`src/rtl/serial_arith_pkg.sv`:
```
// serial_arith_pkg: shared state encoding and counter sizing for bit-serial arithmetic blocks
package serial_arith_pkg;
  typedef enum logic [1:0] {IDLE, RUN, DONE} state_t;
  function automatic int CNT_W(input int w);
    return (w > 1) ? $clog2(w) : 1;
  endfunction
endpackage

```
`src/rtl/full_subtractor_cell.sv`:
```
// full_subtractor_cell: one-bit subtract with borrow-in and borrow-out
module full_subtractor_cell (
  input  logic a,
  input  logic b,
  input  logic bin,
  output logic d,
  output logic bout
);
  assign d = a ^ b ^ bin;
  assign bout = (~a & b) | (~(a ^ b) & bin);
endmodule

```
`src/rtl/serial_subtractor.sv`:
```
// serial_subtractor: LSB-first bit-serial unsigned a - b with valid/ready operand and result ports
module serial_subtractor
  import serial_arith_pkg::*;
#(
  parameter int WIDTH = 8
) (
  input  logic             clk,
  input  logic             rst,
  input  logic             in_valid,
  output logic             in_ready,
  input  logic [WIDTH-1:0] a,
  input  logic [WIDTH-1:0] b,
  output logic             out_valid,
  input  logic             out_ready,
  output logic [WIDTH-1:0] diff,
  output logic             borrow,
  output logic             zero,
  output logic             busy
);
  localparam int CW = CNT_W(WIDTH);
  state_t state;
  logic [WIDTH-1:0] sa, sb, sr, res;
  logic [CW-1:0] cnt;
  logic br, d, bo;
  full_subtractor_cell u_cell (.a(sa[0]), .b(sb[0]), .bin(br), .d(d), .bout(bo));
  assign res = {d, sr[WIDTH-1:1]};
  assign in_ready = state == IDLE;
  assign busy = state == RUN;
  // operand capture, one result bit per cycle, and result hand-off
  always_ff @(posedge clk) begin
    if (rst) begin
      state <= IDLE;
      cnt <= '0;
      br <= 1'b0;
      sa <= '0;
      sb <= '0;
      sr <= '0;
      diff <= '0;
      borrow <= 1'b0;
      zero <= 1'b0;
      out_valid <= 1'b0;
    end else begin
      case (state)
        IDLE: if (in_valid) begin
          sa <= a;
          sb <= b;
          br <= 1'b0;
          cnt <= '0;
          state <= RUN;
        end
        RUN: begin
          sr <= res;
          sa <= sa >> 1;
          sb <= sb >> 1;
          br <= bo;
          if (cnt == CW'(WIDTH - 1)) begin
            cnt <= '0;
            state <= DONE;
            diff <= res;
            borrow <= bo;
            zero <= ~|res;
            out_valid <= 1'b1;
          end else cnt <= cnt + 1'b1;
        end
        DONE: if (out_ready) begin
          state <= IDLE;
          out_valid <= 1'b0;
        end
        default: state <= IDLE;
      endcase
    end
  end
endmodule

```
`config.mk`:
```
export PLATFORM = sky130hd
export DESIGN_NAME = serial_subtractor
export DESIGN_NICKNAME = d
export VERILOG_FILES = /design/src/rtl/serial_arith_pkg.sv /design/src/rtl/full_subtractor_cell.sv /design/src/rtl/serial_subtractor.sv
export SDC_FILE = /design/constraint.sdc
export NUM_CORES = 1
export LEC_CHECK = 0
export CAP_MARGIN = 20
export CELL_PAD_IN_SITES_DETAIL_PLACEMENT = 1
export CELL_PAD_IN_SITES_GLOBAL_PLACEMENT = 2
export CORE_ASPECT_RATIO = 1.25
export CORE_MARGIN = 2
export CORE_UTILIZATION = 30
export DETAILED_ROUTE_END_ITERATION = 10
export PLACE_DENSITY = 0.82
export SLEW_MARGIN = 20
export SYNTH_ARGS = -nofsm -noshare
export SYNTH_HDL_FRONTEND = slang
export SYNTH_SLANG_ARGS = --single-unit
export TNS_END_PERCENT = 50
```
`constraint.sdc`:
```
create_clock -name clk -period 1.6 [get_ports clk]
set_input_delay 0.4 -clock clk [delete_from_list [all_inputs] [get_ports clk]]
set_output_delay 0.4 -clock clk [all_outputs]
set_load 0.02 [all_outputs]
```
==> results.sh <==
export IMPL_end_kind="primary output"
export IMPL_critical_path_class="reg -> out"
export IMPL_overflow=0
export IMPL_hold_viol_final=0
export IMPL_clock_skew_final_ps=6.028
export IMPL_antenna_found_initial=0
export IMPL_path_cells="nand2b_4 > inv_4 > clkdlybuf4s15_1"
export IMPL_grt_pass1_wl_mm=7.120
export IMPL_fillers=686
export IMPL_synthDominantCellAreaShare=0.4588
export IMPL_synth_cell_types=34
export IMPL_wl_mm=3.935
export IMPL_drive_gt1_frac=0.1535
export IMPL_finalCritPeriodShare=0.9508
export IMPL_power_density_mw_per_mm2=957.5
export IMPL_die_x_um=72.23
export IMPL_yosysTopAreaCell="dfxtp_1"
export IMPL_synthCells=203
export IMPL_clockBufferDepth=2
export IMPL_netlist_area_sq_mm=0.001745
export IMPL_cap_viol_max_count=0
export IMPL_vdd_drop_max_mv=0.3975
export IMPL_fin_nets=264
export IMPL_cp_max_fo=4
export IMPL_area_growth_pct=29.68
export IMPL_p_leak_uw=0.0008876
export IMPL_clock_sinks=40
export IMPL_max_stage_delay_ps=340
export IMPL_setup_slack_ps=78.79
export IMPL_die_h_um=89.28
export IMPL_drt_iter0_drc=28
export IMPL_async_flop_share=0
export IMPL_clock_root_buffer="clkbuf_8"
export IMPL_dp_worst_setup_slack_ps=-83.99
export IMPL_utilization=0.3970
export IMPL_hold_buffers=0
export IMPL_ys_warn_count=0
export IMPL_ys_flop_type="dfxtp_1"
export IMPL_rows=31
export IMPL_grt_total_usage=0.1418
export IMPL_min_delay_path_class="reg -> reg"
export IMPL_grt_setup_unrepaired="no"
export IMPL_synth_top_cells_by_count="49 x nand2_1, 40 x dfxtp_1, 29 x a21oi_1"
export IMPL_grt_pass1_vias=1580
export IMPL_postSynthAreaPerCell_sq_um=8.598
export IMPL_cts_tree="done"
export IMPL_maxSlewViolCount=0
export IMPL_ioPinCount=33
export IMPL_numCtsBuffers=5
export IMPL_routabilityCongestion=0.6843
export IMPL_ant_nets=0
export IMPL_worstPathArrival_ps=1120
export IMPL_wire_per_inst_um=12.82
export IMPL_insertion_delay_ps=290
export IMPL_timing_final_crit_period_ps=1521
export IMPL_crit_family="buffers and inverters"
export IMPL_final_cells=307
export IMPL_synth_seq_cells=40
export IMPL_netlist_top_cells_area="dfxtp_1 46%, nand2_1 11%, a21oi_1 8.3%"
export IMPL_path_clk_slew_ps=80
export IMPL_first_pass_iters=4
export IMPL_synth_fp_nets=227
export IMPL_hpwl_mm=2.857
export IMPL_synth_edff_count=0
export IMPL_crit_slowest_cell="dfxtp_2"
export IMPL_critPathLaunchType="flop"
export IMPL_antennaDiodeCount=0
export IMPL_tns_ps=0
export IMPL_outcome="finished, final reports clean"
export IMPL_ys_seq_area_frac=0.4588
export IMPL_vias=1522
export IMPL_fmax_mhz=657.4
export IMPL_path_buf_inv=2
export IMPL_final_area_sq_mm=0.002263
export IMPL_numPortBuffers=32
export IMPL_worst_pin_slew_ps=377.5
export IMPL_worst_ep_required_time_ps=1200
export IMPL_grt_max_degree=26
export IMPL_core_area_sq_mm=0.005702
export IMPL_start_util=0.3061
export IMPL_dp_cells=299
export IMPL_die_area_sq_mm=0.006448
export IMPL_yosysMostFrequentCell="nand2_1"
export IMPL_dpl_instance_area_sq_mm=0.002166
export IMPL_finalSetupViolCount=0
export IMPL_htree_levels=2
export IMPL_relSlewSlack=0.7476
export IMPL_via_per_inst=4.958
export IMPL_drc=0
[registers in the layout (all words and copies together), names as in the netlist]
name	flops
sa	8
borrow	1
state	2
br	1
out_valid	1
zero	1
sb	8
sr	7
diff	8
cnt	3
[worst min-delay path, delay by kind of cell, from the launching register on]
family             cells  cell delay (ps)
AOI/OAI and AO/OA      1               50
DFF                    1              310
and+or+nand+nor        1               50
[layout by cell type, fill, tap and decap left out, drive strengths merged]
cell	instances
dlygate4sd2	12
o21bai	1
mux2i	1
o21ai	1
nor2	21
nor2b	4
nand2	49
clkinvlp	1
or2	1
clkbuf	5
nor4	2
bufinv	1
a221oi	1
clkdlybuf4s50	19
clkdlybuf4s15	1
inv	4
a21oi	34
clkinv	1
nor3b	1
o22ai	2
a2bb2oi	1
buf	11
a211oi	14
nand3	1
o21ba	1
and3b	1
nor3	1
nand2b	1
ha	3
fa	1
nand3b	1
a22oi	3
dfxtp	40
[power by group]
group / internal, uW / total (uW) / switching, uW
clock network: 461 / 820 / 359
registers: 1040 / 1060 / 27.0
logic: 139 / 283 / 145
total: 1640 / 2170 / 531
[timing repair]
| item | 4_1_cts | 5_1_grt |
|---|---|---|
| buffers inserted | 0 | 0 |
| setup endpoints to repair | 13 | 1 |
| endpoints found under the hold margin | 0 | 0 |
| resized for setup | 13 | 2 |
[per-stage QoR]
stage / hold slack (ps) / total power (uW)
after global placement: 442.6 / 1371
final: 454.1 / 2167
after detailed placement: 448.8 / 1379
after floorplan: 445.3 / 1261
after global routing: 483.6 / 2278
after CTS: 458.3 / 2208
[area by class of cell]
cell class / instances / area, sq um / share of cell area
Clock buffer: 5 / 68.82 / 0.03040
Clock inverter: 3 / 42.54 / 0.01879
Inverter: 4 / 17.52 / 0.007739
Multi-Input combinational cell: 146 / 837.1 / 0.3698
Sequential cell: 40 / 802.0 / 0.3543
Tap cell: 66 / 82.58 / 0.03648
Timing Repair Buffer: 43 / 412.9 / 0.1824
[cell families (layout without fill, tap and decap cells)]
| kind of cell | Yosys count | after routing | share of synthesized area |
|---|---|---|---|
| DFF | 40 | 40 | 0.4588 |
| and+or+nand+nor | 83 | 83 | 0.2029 |
| buffers and inverters | 17 | 55 | 0.06165 |
| adders and majority gates | 4 | 4 | 0.03298 |
| AOI/OAI and AO/OA | 58 | 58 | 0.2380 |
| muxes | 1 | 1 | 0.005735 |
[metal layers]
metal,vias up,routed length [um],track usage
li1,760,-,-
met1,730,1665,0.1489
met2,27,2082,0.2744
met3,5,125,0.02368
met4,0,61,0.06175
met5,-,0,0
[path summary, 6_finish.rpt]
kind,start,endpoint,slack [ps],depth (start not counted)
worst max register to register,sb[0]$_SDFFE_PP0P_,zero$_SDFFE_PP0P_,140,5
worst max-delay path,state[1]$_SDFFE_PP0P_,busy,80,3
worst min register to register,diff[2]$_SDFFE_PP0P_,diff[2]$_SDFFE_PP0P_,450,2
worst min-delay path,diff[2]$_SDFFE_PP0P_,diff[2]$_SDFFE_PP0P_,450,2
No activity file was read; power rests on OpenSTA's default activity.
